**src/rtl/ast_pkg.sv**
```systemverilog
// Shared types and constants for the asteroid hit manager: slot life states,
// score limits and the saturating BCD increment used by the scorer.
package ast_pkg;

  typedef enum logic [1:0] {
    S_ALIVE,
    S_EXPLODE,
    S_DEAD
  } slot_state_t;

  localparam int          N_AST        = 8;
  localparam logic [15:0] SCORE_MAX    = 16'h9999;
  localparam int          COMBO_FRAMES = 30;

  // Add one to a 4-digit BCD value, rippling the carry digit by digit and
  // sticking at 9999 instead of wrapping.
  function automatic logic [15:0] bcd_inc1(input logic [15:0] s);
    logic [15:0] r;
    logic        carry;
    r     = s;
    carry = 1'b1;
    if (s != SCORE_MAX) begin
      for (int i = 0; i < 4; i++) begin
        if (carry) begin
          if (r[i*4 +: 4] == 4'd9) begin
            r[i*4 +: 4] = 4'd0;
          end else begin
            r[i*4 +: 4] = r[i*4 +: 4] + 4'd1;
            carry       = 1'b0;
          end
        end
      end
    end
    return r;
  endfunction

endpackage

```
**src/rtl/ast_slot.sv**
```systemverilog
// One asteroid slot: ALIVE -> EXPLODE -> DEAD -> ALIVE life cycle, with a
// frame counter timing the explosion and the respawn delay.
import ast_pkg::*;

module ast_slot #(
  parameter int EXPL_FRAMES    = 8,
  parameter int RESPAWN_FRAMES = 60,
  parameter int CNT_W          = 8
) (
  input  logic clk,
  input  logic resetn,
  input  logic hit,
  input  logic tick,
  input  logic active,
  output logic alive,
  output logic explode
);

  slot_state_t      state_q, state_d;
  logic [CNT_W-1:0] cnt_q, cnt_d;

  // NOTE: every signal gets a default before the case so no path leaves it unassigned (no latch).
  always_comb begin
    state_d = state_q;
    cnt_d   = cnt_q;
    unique case (state_q)
      S_ALIVE: begin
        if (hit && active) begin
          state_d = S_EXPLODE;
          cnt_d   = CNT_W'(EXPL_FRAMES - 1);
        end
      end
      S_EXPLODE: begin
        if (tick && active) begin
          if (cnt_q == '0) begin
            state_d = S_DEAD;
            cnt_d   = CNT_W'(RESPAWN_FRAMES - 1);
          end else begin
            cnt_d = cnt_q - 1'b1;
          end
        end
      end
      S_DEAD: begin
        if (tick && active) begin
          if (cnt_q == '0) state_d = S_ALIVE;
          else             cnt_d   = cnt_q - 1'b1;
        end
      end
      default: state_d = S_ALIVE;
    endcase
  end

  // NOTE: state registers use non-blocking assignments so all flops update together at the edge.
  always_ff @(posedge clk) begin
    if (!resetn) begin
      state_q <= S_ALIVE;
      cnt_q   <= '0;
    end else begin
      state_q <= state_d;
      cnt_q   <= cnt_d;
    end
  end

  // Decoded straight from the state flops, so no input reaches these outputs.
  assign alive   = (state_q == S_ALIVE);
  assign explode = (state_q == S_EXPLODE);

endmodule

```
**src/rtl/ast_hit_manager.sv**
```systemverilog
// Asteroid hit manager: decodes the hit index, runs eight slot FSMs and keeps
// a saturating BCD score. Define COMBO_SCORE_EN for the double-score combo window.
import ast_pkg::*;

module ast_hit_manager #(
  parameter int EXPL_FRAMES    = 8,
  parameter int RESPAWN_FRAMES = 60,
  parameter int CNT_W          = 8
) (
  input  logic        clk,
  input  logic        resetn,
  input  logic [3:0]  which,
  input  logic        frame_tick,
  input  logic        game_active,
  output logic [7:0]  alive,
  output logic [7:0]  explode,
  output logic [15:0] score,
  output logic        hit_pulse
);

  logic [N_AST-1:0] hit_vec;
  logic [2:0]       hit_idx;
  logic             accept;
  logic [15:0]      score_next;

  assign hit_idx = 3'(which - 4'd1);

  always_comb begin
    hit_vec = '0;
    if (which >= 4'd1 && which <= 4'd8) hit_vec[hit_idx] = 1'b1;
  end

  // A hit counts only on a slot that is still ALIVE; a held index hits once.
  assign accept = game_active && |(hit_vec & alive);

  for (genvar i = 0; i < N_AST; i++) begin : g_slot
    ast_slot #(
      .EXPL_FRAMES   (EXPL_FRAMES),
      .RESPAWN_FRAMES(RESPAWN_FRAMES),
      .CNT_W         (CNT_W)
    ) u_slot (
      .clk    (clk),
      .resetn (resetn),
      .hit    (hit_vec[i]),
      .tick   (frame_tick),
      .active (game_active),
      .alive  (alive[i]),
      .explode(explode[i])
    );
  end

`ifdef COMBO_SCORE_EN
  logic [4:0] combo_q;

  always_ff @(posedge clk) begin
    if (!resetn) begin
      combo_q <= '0;
    end else if (accept) begin
      combo_q <= 5'(COMBO_FRAMES);
    end else if (frame_tick && game_active && combo_q != '0) begin
      combo_q <= combo_q - 1'b1;
    end
  end

  assign score_next = (combo_q != '0) ? bcd_inc1(bcd_inc1(score)) : bcd_inc1(score);
`else
  assign score_next = bcd_inc1(score);
`endif

  always_ff @(posedge clk) begin
    if (!resetn) begin
      score     <= '0;
      hit_pulse <= 1'b0;
    end else begin
      hit_pulse <= accept;
      if (accept) score <= score_next;
    end
  end

endmodule

```
**config.mk**
```make
export PLATFORM = sky130hd
export DESIGN_NAME = ast_hit_manager
export DESIGN_NICKNAME = d
export VERILOG_FILES = /design/src/rtl/ast_pkg.sv /design/src/rtl/ast_slot.sv /design/src/rtl/ast_hit_manager.sv
export SDC_FILE = /design/constraint.sdc
export NUM_CORES = 1
export LEC_CHECK = 0
export CAP_MARGIN = 40
export CELL_PAD_IN_SITES_DETAIL_PLACEMENT = 1
export CELL_PAD_IN_SITES_GLOBAL_PLACEMENT = 2
export CORE_MARGIN = 3
export CORE_UTILIZATION = 33
export DETAILED_ROUTE_END_ITERATION = 12
export PLACE_DENSITY_LB_ADDON = 0.1
export SYNTH_ARGS = -nofsm -noshare
export SYNTH_HDL_FRONTEND = slang
export SYNTH_SLANG_ARGS = --single-unit
```
**constraint.sdc**
```tcl
create_clock -name clk -period 3.2 [get_ports clk]
set_input_delay 0.96 -clock clk [delete_from_list [all_inputs] [get_ports clk]]
set_output_delay 0.96 -clock clk [all_outputs]
set_load 0.01 [all_outputs]
```
Word level (Yosys, flattened, before mapping):

Cells that the tools add are included.

* bits of input ports: 8
* output and inout bits: 33
* word-level logic and storage cells: 276
* register bits after elaboration: 97

* order comparisons: 4
* multiplexer cells: 111
* $add $sub $neg: 13
* bitwise logic cells: 1
* reduce and logical (&&, ||, !) cells: 57
* equality and inequality tests: 69

Operators by type and width (count)
* 8-bit 2-to-1 mux: 41
* 8-bit one-hot mux with 3 select lines: 8
* 2-bit 2-to-1 mux: 40
* 5-bit AND reduction: 16
* 2-bit inequality test (second input constant): 39
* 8-bit logical NOT: 8
* 8-bit by 1-bit subtractor with 8-bit output (second input constant): 8
* 2-bit one-hot mux with 3 select lines: 8
* 3-bit nonzero test: 8
* 2-bit by 1-bit inequality test with 1-bit output (second input constant): 9
* 4-bit by 1-bit adder with 4-bit output (second input constant): 4
* 2-bit by 1-bit == test with 1-bit output (second input constant): 8
* 2-bit == test (second input constant): 8
* 4-bit == test (second input constant): 4
* 2-bit logical NOT: 8
* 4-bit 2-to-1 mux: 4
* 16-bit inequality test (second input constant): 1
* 1-bit logical AND: 12
* 1-bit 2-to-1 mux: 9
* 3-bit AND reduction: 3
* 8-bit AND: 1
* 8-bit OR reduction: 1
* 4-bit by 1-bit greater-or-equal comparator with 1-bit output (second input constant): 1
* 4-bit <= comparator (second input constant): 1
* 5 further kinds: 5

Longest topological paths before layout:

* depth after elaboration: 10
* gate-level depth with buffers: 9
* depth with buffers taken out: 7

Hierarchy:

From an unflattened synthesis, not the netlist that was laid out.

* cells, all modules: 865
* area total of the unflattened synthesis: 7328.3 um^2

Modules (own cells, without submodules)
* ast_slot at g_slot[0].u_slot ...: times used 7, sequential area each 200.2 um^2, area an instance 770.7 um^2, cells an instance 89
* ast_hit_manager: times used 1, sequential area each 340.3 um^2, area an instance 1176.1 um^2, cells an instance 147
* ast_slot at g_slot[7].u_slot: times used 1, sequential area each 200.2 um^2, area an instance 757.0 um^2, cells an instance 95

Least setup slack after synthesis:

OpenSTA, ideal clock, no wires.

* path kind: input to register
* start: input which[0]
* end: register g_slot[3].u_slot.cnt_q[4]
* slack: 0.025 ns
* buffers on the path: 2
* data arrival time: 3.105 ns
* setup time: 0.070 ns
* stages on the path: 9
* data required time: 3.130 ns
* cell sequence: buf_2 inv_1 ha_1 clkbuf_1 or3b_2 a21oi_1 a21oi_1 or4_1 a21oi_1

* longest elaborated chain between the ends: 9
* elaborated cells on any way between the ends: 13
* classes of those cells: add/sub: 1; order compare: 4; eq/ne: 1; mux: 3; reduce/logical: 4

Ends and longest elaborated chain
* from (decl): line ast_hit_manager.sv:12 `input logic [3:0] which,`
* 3-bit by 1-bit subtractor with 3-bit output: line ast_hit_manager.sv:26 `assign hit_idx = 3'(which - 4'd1);`
* 3-bit by 4-bit less-than comparator with 1-bit output (implied by the code) / 3-bit by 1-bit greater-or-equal comparator with 1-bit output (equally long branches): line ast_hit_manager.sv:30 `if (which >= 4'd1 && which <= 4'd8) hit_vec[hit_idx] = 1'b1;`
* 1-bit logical AND (implied by the code): line ast_hit_manager.sv:30
* 1-bit 2-to-1 mux (implied by the code): line ast_hit_manager.sv:30
* 1-bit demux with 3-bit select: line ast_hit_manager.sv:30
* 8-bit 2-to-1 mux *: line ast_hit_manager.sv:30
* 1-bit logical AND *: line ast_slot.sv:28 `if (hit && active) begin`
* 2-bit inequality test (no source line) *
* 5-bit AND reduction (no source line) *
* to (signal assigned): line ast_slot.sv:60 `cnt_q <= cnt_d;`
* to (decl): line ast_slot.sv:20 `logic [CNT_W-1:0] cnt_q, cnt_d;`

Every way passes the cells marked *; elsewhere a longest branch is shown, timed or not.
A chain may end at the register's enable or synchronous reset.

Final worst setup path:

* start: input which[0]
* end: register g_slot[3].u_slot.cnt_q[7]

Same word-level chain as after synthesis.

==> results.md <==
- Die Ht: 150 µm
- Max Cap Viol: 0
- Max-slew violations: 0
- Die X-Extent: 150 µm
- M1 WL: 10.1 mm
- Fin. Hold Viols: 0
- Worst-Margin Slew: 0.673 ns
- Main flop type after synthesis: dfxtp_1
- Syn Std Cell Area: 6860 µm²
- Vias in the first global route: 7144
- Worst-path cell chain: clkdlybuf4s50_1 > inv_1 > ha_1 > or3b_2 > a21oi_1 > a21oi_1 > buf_4 > o311ai_0 > o41ai_1
- Synth Area in Compound Gates: 29.5%
- Fill count: 2477
- Detailed Route WL: 21.5 mm
- Fin crit period: 3.07 ns
- Wire length per cell: 18.0 µm
- Critical Path RT: 3.42 ns
- Post-synthesis simple-gate area fraction: 23.0%
- CP max stage delay: 0.52 ns
- NetSw: 2.99 mW
- Leak: 3.16 nW
- Unrepaired setup endpoints after global routing: false
- Gpl congestion: 0.821
- Worst-path clk slew: 0.07 ns
- CTS resizes: 0
- Area growth, synth to finish: 18.4%
- Number of placed cells counting well taps: 1182
- Sequential share of the synthesized area: 28.3%
- CP most frequent cell: a21oi_1
- Pre-antenna DRT Iters: 4
- Avg Cell Area, Syn: 7.90 µm²
- Net switching fraction of the power: 44.7%
- Top Ports: 41
- Final worst-path cycle share: 96.0%
- Crit Path Max Fanout: 7
- CP Launch Type: primary input
- Wire length on met2: 10.6 mm
- Fmax: 0.326 GHz
- Largest family of logic cells by synthesized area: compound AO/OA/AOI/OAI gates
- Xor/xnor share of the synthesized area: 0%
- R2R Path End: g_slot[5].u_slot.cnt_q[3]$_SDFFE_PN0P_
- Syn_nets: 922
- Crit Path Class: primary input to flop
- PD cells: 823 nW/µm²
- H-Tree Depth: 3
- # nets final: 977
- Worst skew pair latency: 0.36 ns
- Reg2reg path depth: 7
- VDD IR max: 0.000264 V
- Synth unique cells: 75
- CTS tree: built
- Worst setup endpoint: g_slot[3].u_slot.cnt_q[7]$_SDFFE_PN0P_
- Synth Instances: 868
- I/O Buffers: 40
- Core Rows: 52
- Synthesized flop and latch total: 97
- Initial Util: 33.8%
- CTS Root Cell: clkbuf_16
- Largest net degree at the start of global routing: 58
- Number of buffers inserted by hold repair at cts: 0
- R2R Setup Slk: 0.70 ns
- Slew Limit Headroom: 55.2%
- Share of layout cells above drive strength 1: 12.4%
- Pwr Total: 6.68 mW
- Diode count: 0
- Worst r2r src: g_slot[5].u_slot.cnt_q[0]$_SDFFE_PN0P_
- Internal: 3.69 mW
- Seq pwr share: 25.1%
- Final core occ: 40.0%
- Die area: 22600 µm²
- # clock sinks: 97
- Placeable Area: 20300 µm²
- First-pass GRT wire length: 36.2 mm
- CTS buffer count: 9
- Via count: 6835
- Crit end category: flop
- Non-filler cells, final: 1198
- Syn. warnings: 0
- Clock power frac: 18.4%
- DP HPWL: 16.0 mm
- Gr usage total: 19.6%
- Mux cell area share after synthesis: 3.25%
- Post-synthesis adder-cell area fraction: 8.39%
- Clock Tree Buf Depth: 2
- Top Metal Used: met4
- Final setup vio count: 0
- Iter 0 DRT Violations: 241
- Clock Skew: 0.00982 ns
- DR vias/cell: 5.71
- Met3 routed WL: 539 µm
- Setup TNS: 0 ns
- Setup Buffers After CTS: 0
- Share of total power in combinational logic: 56.5%
- Status: finished clean
- Global route total overflow: 0
- Initial antenna violation count: 0
- Slowest-stage cell, CP: clkdlybuf4s50_1
- Worst path arrival time: 3.30 ns
- Setup crit start: which[0]
- Post-synth EDFFs: 0
- Async SR Flop Fraction: 0%
- DR DRC count: 0
- Worst Hold Class: flop to flop
- Final ANT Viol Nets: 0
critical path, delay by kind of cell:
kind            cells  cell delay (ns)
compound gates      4             0.73
buf+inv             3             0.77
simple gates        1             0.52
fa+ha+maj           1             0.31
cell families (layout without fill, tap and decap cells):
| logic type | Yosys count | after routing |
|---|---|---|
| AOI/OAI and AO/OA | 298 | 298 |
| muxes | 22 | 22 |
| DFF | 97 | 97 |
| buffers and inverters | 118 | 178 |
| adders and majority gates | 46 | 46 |
| and+or+nand+nor | 287 | 287 |
cell usage after synthesis, drive strengths merged (10+ instances only):
master  number  area share, %
a211oi      17            1.9
a21o        11            1.2
a21oi      109            8.2
buf         24            2.4
clkbuf      34            1.9
dfxtp       97             28
ha          46            8.4
inv         59            3.2
mux2i       20            2.9
nand2       67            3.7
nand2b      22            2.0
nand3       22            1.6
nor2        46            2.5
nor3        32            2.3
nor3b       11            1.2
nor4        13            1.3
o21ai       35            2.6
o221a       14            2.3
o311ai      11            1.4
o32ai       10            1.3
o41ai       12            1.5
layer usage:
layer | GRT usage, % | up-vias
li1 | - | 3358
met1 | 25.1 | 3384
met2 | 34.2 | 73
met3 | 3.25 | 20
met4 | 5.03 | 0
met5 | 0 | -
cell type report:
type                       instances  area (µm²)  area share [%]
clock inverter                     6        88.8            1.09
sequential                        97        1940            23.9
tap                              270         338            4.16
multi-input combinational        653        4400            54.2
inverter                          60         225            2.77
timing repair buffer             102         886            10.9
clock buffer                      10         239            2.94
metrics by stage:
stage	cell area, µm²	hold WS, ns	setup WS [ns]
finish	8120	0.491	0.129
detailed placement	7790	0.484	-0.240
global route	8120	0.515	0.00824
global placement	7790	0.469	-0.194
floorplan	6860	0.452	0.0250
CTS	8120	0.495	0.150
state kept, by name, indices dropped and copies added (netlist names):
name,cells
g_slot.u_slot.cnt_q,64
g_slot.u_slot.state_q,16
score,16
hit_pulse,1
placed cells by master, fill, tap and decap left out, types with 7 or more instances in the layout:
| master | instances |
|---|---|
| clkbuf_16 | 9 |
| o221a_2 | 14 |
| buf_4 | 60 |
| o311ai_0 | 11 |
| clkdlybuf4s50_1 | 39 |
| or4_1 | 7 |
| dfxtp_1 | 97 |
| nor2_1 | 46 |
| inv_1 | 59 |
| nand2_1 | 67 |
| nand3b_1 | 9 |
| o22ai_1 | 8 |
| nor3b_1 | 11 |
| a31oi_1 | 9 |
| a21o_1 | 11 |
| nor3_1 | 32 |
| o21a_1 | 7 |
| nor4_1 | 12 |
| a211oi_1 | 17 |
| o41ai_1 | 12 |
| o21ai_0 | 35 |
| a21oi_1 | 107 |
| nand2b_1 | 22 |
| o31ai_1 | 7 |
| nand3_1 | 22 |
| o32ai_1 | 10 |
| mux2i_1 | 20 |
| ha_1 | 46 |
| a311oi_1 | 8 |
worst min-delay path by stage:
stage	cells past startpoint	slack [ns]	endpoint	start
6_report	2	0.49	g_slot[6].u_slot.cnt_q[7]$_SDFFE_PN0P_	g_slot[6].u_slot.cnt_q[7]$_SDFFE_PN0P_
5_1_grt	2	0.51	g_slot[6].u_slot.cnt_q[7]$_SDFFE_PN0P_	g_slot[6].u_slot.cnt_q[7]$_SDFFE_PN0P_
4_1_cts	2	0.49	g_slot[6].u_slot.cnt_q[7]$_SDFFE_PN0P_	g_slot[6].u_slot.cnt_q[7]$_SDFFE_PN0P_
3_5_place_dp	2	0.48	g_slot[6].u_slot.cnt_q[6]$_SDFFE_PN0P_	g_slot[6].u_slot.cnt_q[6]$_SDFFE_PN0P_
3_3_place_gp	2	0.47	g_slot[1].u_slot.cnt_q[4]$_SDFFE_PN0P_	g_slot[1].u_slot.cnt_q[4]$_SDFFE_PN0P_
2_1_floorplan	2	0.45	g_slot[1].u_slot.cnt_q[4]$_SDFFE_PN0P_	g_slot[1].u_slot.cnt_q[4]$_SDFFE_PN0P_
power groups by stage:
stage               sequential (mW)  combinational (mW)  clock (mW)
floorplan                      1.61                2.59           0
global placement               1.68                3.65           0
detailed placement             1.70                3.78           0
CTS                            1.67                3.80        1.28
global route                   1.71                4.25        1.32
finish                         1.68                3.78        1.23
Note: power is estimated with default switching activity, not from simulation.
==> patch 1, RTL diff (same flow settings) <==
Remove the register `hit_pulse`: a continuous assignment takes its place, so the output `hit_pulse` follows one clock earlier.
--- a/src/rtl/ast_hit_manager.sv
+++ b/src/rtl/ast_hit_manager.sv
@@ -70,12 +70,12 @@
   always_ff @(posedge clk) begin
     if (!resetn) begin
       score     <= '0;
-      hit_pulse <= 1'b0;
     end else begin
-      hit_pulse <= accept;
       if (accept) score <= score_next;
     end
   end
 
+  assign hit_pulse = accept;
+
 endmodule
 
Behaviour: not the same (Yosys sat finds a counterexample within 4 cycles, from zero or initial values and one cycle with resetn low).
==> patch 1 against the unedited design <==
- sequential share of layout area decreased by 0.52 points
- final area increased by 1.2%
- sequential cell count down 1
- synthesized area rose by 0.47%
- power down 0.95%
- wire length increased by 2.5%
- worst setup slack lost 0.074 ns
- global-route usage up 0.29 points
- critical endpoint is now hit_pulse
==> patch 1: results (changes against the unedited design) <==
* Synth Net Count at 915 (-0.76%)
* RePlAce Congestion at 0.8035 (-2.1%)
* Critical path's largest stage delay at 0.32 ns (-0.20 ns)
* Hold Path Class: reg2reg
* Vias after detailed routing at 6833 (-0.029%)
* Max clock buf depth at 2 (unchanged)
* Worst r2r src: g_slot[2].u_slot.state_q[0]
* GRT Util Overall at 0.1987 (+0.002930)
* H-tree levels at 3 (unchanged)
* Post-synth EDFFs at 0 (unchanged)
* Ant diodes at 0 (unchanged)
* Arr. time, crit path at 2.19 ns (-1.11 ns)
* DRT Pass-1 Iters at 4 (unchanged)
* Clock-pin slew on the worst setup and hold paths at 0.07 ns (about the same)
* Worst Reg-to-Reg Cells at 9 (+2)
* R2r endpoint: score[15]
* CP max FO at 3 (-4)
* WHS at 0.4829 ns (-0.007968 ns)
* Commonest cells in the synthesized netlist: 105 x a21oi_1, 96 x dfxtp_1, 61 x nand2_1
* Global-route wire length before repair at 36910 µm (+2.0%)
* Pleak at 3.109 nW (-1.5%)
* Layout Nets at 964 (-1.3%)
* Slowest stage cell on the critical path: mux2_4
* Biggest regs: g_slot.u_slot.cnt_q: 64 flops, g_slot.u_slot.state_q: 16 flops, score: 16 flops
* DR WL/cell at 18.63 µm (+3.7%)
* Root Buffer: clkbuf_16
* Distinct cells, synth at 79 (+5.3%)
* Vias in the first global route at 7214 (+0.98%)
* Slew headroom at 0.5467 (-0.004859)
* Worst path top cell family by delay: multiplexers
* Layout cells sized above 1 at 0.1497 (+0.02580)
* Post-detail-place hpwl at 16080 µm (+0.62%)
* Min-delay src: g_slot[5].u_slot.cnt_q[7]
* Clock Skews at 0.008472 ns (-0.001351 ns)
* Share of the yosys chip area belonging to registers at 0.2788 (-0.004240)
* PortBufs at 40 (unchanged)
* Hold endpoint: g_slot[5].u_slot.cnt_q[7]
* Run status: finished, final reports clean
* Synth top area cells: dfxtp_1 28%, ha_1 8.3%, a21oi_1 7.6%
* Max VDD drop at 0.0002537 V (-3.9%)
* Initial DRC Count at 240 (-0.41%)
* R2r setup slk at 0.79 ns (+0.09 ns)
* Number of CTS-inserted buffers at 9 (unchanged)
* Largest net degree at the start of global routing at 80 (+38%)
* Filler cell count at 2398 (-3.2%)
==> patch 1: worst max-delay path by stage <==
stage                         from        end  slack, ns  cells after the start
after floorplan           which[0]  hit_pulse      0.001                      6
after global placement    which[0]  hit_pulse      -0.84                      7
after detailed placement  which[1]  hit_pulse      -0.85                      7
after CTS                 which[0]  hit_pulse     0.0001                      9
after global routing      which[1]  hit_pulse     -0.006                      7
final                     which[1]  hit_pulse       0.05                      7
==> patch 1: layer usage <==
metal  vias to the layer above  share of wire  track usage  wire length (µm)
met3                        25          0.020      0.02228               431
li1                       3307              -            -                 -
met2                        77           0.49       0.3492             10750
met4                         0          0.015      0.06084               321
met1                      3424           0.48       0.2545             10580
met5                         -              0            0                 0
==> patch 1: layout make-up <==
| class | count | area (µm²) | area share |
|---|---|---|---|
| clock buffer | 11 | 252.7 | 0.03075 |
| clock inverter | 5 | 102.6 | 0.01248 |
| inverter | 60 | 230.2 | 0.02801 |
| multi-input combinational | 647 | 4498 | 0.5473 |
| sequential | 96 | 1922 | 0.2338 |
| tap | 270 | 337.8 | 0.04110 |
| timing repair buffer | 96 | 875.8 | 0.1066 |
==> patch 1: repair_timing <==
| action | in CTS | in global routing |
|---|---|---|
| hold buffers | 0 | 0 |
| setup endpoints to repair | 1 | 1 |
| setup buffers | 0 | 4 |
| pin swaps | 5 | 5 |
| gates resized for setup | 24 | 7 |
| hold endpoints to repair | 0 | 0 |
==> patch 1: logic make-up after synthesis <==
family | synth area share
and+or+nand+nor | 0.2311
buffers and inverters | 0.07678
AOI/OAI and AO/OA | 0.3077
adders and majority gates | 0.08350
muxes | 0.02214
DFF | 0.2788
==> patch 1: metrics by stage <==
step           utilization  instance area, µm²  setup slack, ns  instances
2_1_floorplan            -                6919         0.001210        861
3_3_place_gp        0.3831                7801          -0.8438       1165
3_5_place_dp        0.3831                7801          -0.8490       1165
4_1_cts             0.4016                8179        0.0001159       1181
5_1_grt             0.4036                8219        -0.005892       1185
6_report            0.4036                8219          0.05482       1185
==> patch 1: power by group <==
group          total, mW  leakage (nW)  internal (mW)  switching [mW]
Clock               1.31         0.172          0.807           0.506
Sequential          1.62         0.778           1.40           0.223
Combinational       3.69          2.16           1.49            2.20
==> patch 1: worst reg2reg max path: stages, from the launching register on <==
cell	delay, ns
dfxtp_1	0.35
inv_1	0.10
ha_1	0.25
mux2i_1	0.12
mux2_4	0.30
buf_4	0.13
o22a_1	0.27
buf_4	0.18
or4_1	0.47
a21oi_1	0.16
==> patch 2, RTL diff (config.mk and constraints unchanged) <==
Without the edit above. `CNT_W` is set to 8 in 2 places; all go to 7.
--- a/src/rtl/ast_slot.sv
+++ b/src/rtl/ast_slot.sv
@@ -5,7 +5,7 @@
 module ast_slot #(
   parameter int EXPL_FRAMES    = 8,
   parameter int RESPAWN_FRAMES = 60,
-  parameter int CNT_W          = 8
+  parameter int CNT_W          = 7
 ) (
   input  logic clk,
   input  logic resetn,
--- a/src/rtl/ast_hit_manager.sv
+++ b/src/rtl/ast_hit_manager.sv
@@ -5,7 +5,7 @@
 module ast_hit_manager #(
   parameter int EXPL_FRAMES    = 8,
   parameter int RESPAWN_FRAMES = 60,
-  parameter int CNT_W          = 8
+  parameter int CNT_W          = 7
 ) (
   input  logic        clk,
   input  logic        resetn,
Behaviour: same outputs for any inputs over 4 cycles, from zero or initial values and one cycle with resetn low; that may be too few to reach the edited logic, so the function may still have changed.
==> patch 2 against the unedited design <==
- sequential cell count down 8
- final area shrank 12%
- worst setup slack hardly changed
- fmax about the same
- non-clock buffer count down 26
- synthesized area is 14% lower
- wire length shrank 22%
- power shrank 12%
- largest cell class unchanged
==> patch 2: results (changes against the unedited design) <==
* Root Buffer: clkbuf_16
* Layout Nets at 844 (-14%)
* Synth top area cells: dfxtp_1 30%, ha_1 11%, a21oi_1 6.4%
* Net Switching at 2.458 mW (-18%)
* Initial antenna violation count at 0 (unchanged)
* Vias in the first global route at 5681 (-20%)
* RePlAce Congestion at 0.7915 (-3.6%)
* Share of the yosys chip area belonging to registers at 0.3028 (+0.01979)
* Initial DRC Count at 229 (-5.0%)
* Fin cells at 1016 (-15%)
* Synth Net Count at 792 (-14%)
* CP max FO at 6 (-1)
* Ant diodes at 0 (unchanged)
* H-tree levels at 3 (unchanged)
* Number of CTS-inserted buffers at 9 (unchanged)
* Ys async rst share at 0 (unchanged)
* Cells after DPL at 996 (-16%)
* Synth warn at 0 (unchanged)
* Clock-pin slew on the worst setup and hold paths at 0.06 ns
* Filler cell count at 2057 (-17%)
* Post-route ant nets at 0 (unchanged)
* Distinct cells, synth at 65 (-13%)
* Routed wl met3 at 396 µm (-27%)
* Clock Skews at 0.009543 ns (-0.0002799 ns)
* GRT Util Overall at 0.1732 (-0.02252)
* DRT Pass-1 Iters at 4 (unchanged)
* Layout cells sized above 1 at 0.1264 (+0.002500)
* Max VDD drop at 0.0002889 V (+9.5%)
* Commonest cells in the synthesized netlist: 89 x dfxtp_1, 75 x a21oi_1, 73 x nor2_1
* DP Area at 6614 µm² (-15%)
* Worst-Skew Late Latency at 0.35 ns
* Vias/cell at 5.402 (-5.3%)
* DR top layer: met4
* Max clock buf depth at 2 (unchanged)
* Met2 routed wirelength at 8115 µm (-23%)
* Worst Tran Pin Value at 0.5711 ns (-0.1015 ns)
* Number of flip-flops in the largest register at 56 (-13%)
* Biggest regs: g_slot.u_slot.cnt_q: 56 flops, g_slot.u_slot.state_q: 16 flops, score: 16 flops
* Largest net degree at the start of global routing at 41 (-29%)
* PortBufs at 40 (unchanged)
* Pleak at 2.915 nW (-7.6%)
* Final wirelength at 16740 µm (-22%)
* Post-detail-place hpwl at 12260 µm (-23%)
* Hold Path Class: reg2reg
* Fin area at 7121 µm² (-12%)
* Run status: finished, final reports clean
* Met1 WL at 8012 µm (-21%)
* Global-route wire length before repair at 28120 µm (-22%)
* Arr. time, crit path at 3.31 ns (about the same)
* Mapped Cells at 734 (-15%)
patch 2: cell count changes after synthesis, sizes merged, moves of 9 or more:
| cell | before | now |
|---|---|---|
| nor2b | 4 | 13 |
| o41ai | 12 | 1 |
| a21oi | 109 | 75 |
| xnor2 | 0 | 11 |
| nor2 | 46 | 73 |
| a211oi | 17 | 5 |
| nor3 | 32 | 18 |
| o21ai | 35 | 44 |
| nand2 | 67 | 58 |
| o311ai | 11 | 1 |
| o32ai | 10 | 1 |
| clkbuf | 34 | 17 |
patch 2: worst paths after layout:
path                                from                   endpoint  slack, ns  cells past startpoint
max reg2reg  g_slot[4].u_slot.state_q[0]                  score[11]       0.83                     10
min reg2reg    g_slot[0].u_slot.cnt_q[6]  g_slot[0].u_slot.cnt_q[6]       0.49                      2
max                             which[2]  g_slot[0].u_slot.cnt_q[1]       0.13                      9
min            g_slot[0].u_slot.cnt_q[6]  g_slot[0].u_slot.cnt_q[6]       0.49                      2
patch 2: cell families after synthesis:
| group | share of synthesized area |
|---|---|
| multiplexers | 0.04445 |
| AO/OA/AOI/OAI | 0.2305 |
| flip-flops | 0.3029 |
| AND/OR/NAND/NOR | 0.2288 |
| buffers and inverters | 0.06614 |
| adder cells (fa/ha/maj) | 0.1063 |
| XOR/XNOR | 0.02084 |
patch 2: layer usage:
layer  up-vias  track usage
met5         -            0
met2        51       0.2972
met3        15      0.04227
met4         0      0.04171
li1       2730            -
met1      2692       0.2193
patch 2: stage by stage:
stage | setup WS [ns] | total power [mW]
CTS | 0.003956 | 5.909
global placement | -0.4184 | 4.485
global route | 0.01754 | 6.419
detailed placement | -0.4661 | 4.585
finish | 0.1290 | 5.897
floorplan | 0.03121 | 3.767
patch 2: worst max-delay path, stage by stage:
cell,delay (ns)
clkdlybuf4s50_1,0.56
or3b_4,0.49
o21ai_4,0.09
nand3_2,0.10
a22o_1,0.20
a211o_1,0.31
buf_4,0.14
buf_4,0.15
o311a_1,0.32
patch 2: power groups by stage:
| stage | combinational, mW | clock, mW | sequential, mW |
|---|---|---|---|
| global placement | 2.87 | 0 | 1.62 |
| global route | 3.40 | 1.37 | 1.65 |
| detailed placement | 2.96 | 0 | 1.63 |
| finish | 3.02 | 1.27 | 1.61 |
| floorplan | 2.21 | 0 | 1.56 |
| CTS | 2.99 | 1.32 | 1.61 |
patch 2: cell type report:
class | instances | area share
flip-flops and latches | 89 | 0.2502
clock inverters | 6 | 0.01581
multi-input cells | 558 | 0.5394
inverters | 52 | 0.02741
repair buffers | 76 | 0.09401
clock buffers | 10 | 0.03356
well taps | 225 | 0.03954
patch 2: timing repair:
| action | CTS | global route |
|---|---|---|
| resized for setup | 3 | 24 |
| pin swaps | 2 | 10 |
| setup buffers | 0 | 3 |
| setup endpoints to repair | 24 | 43 |
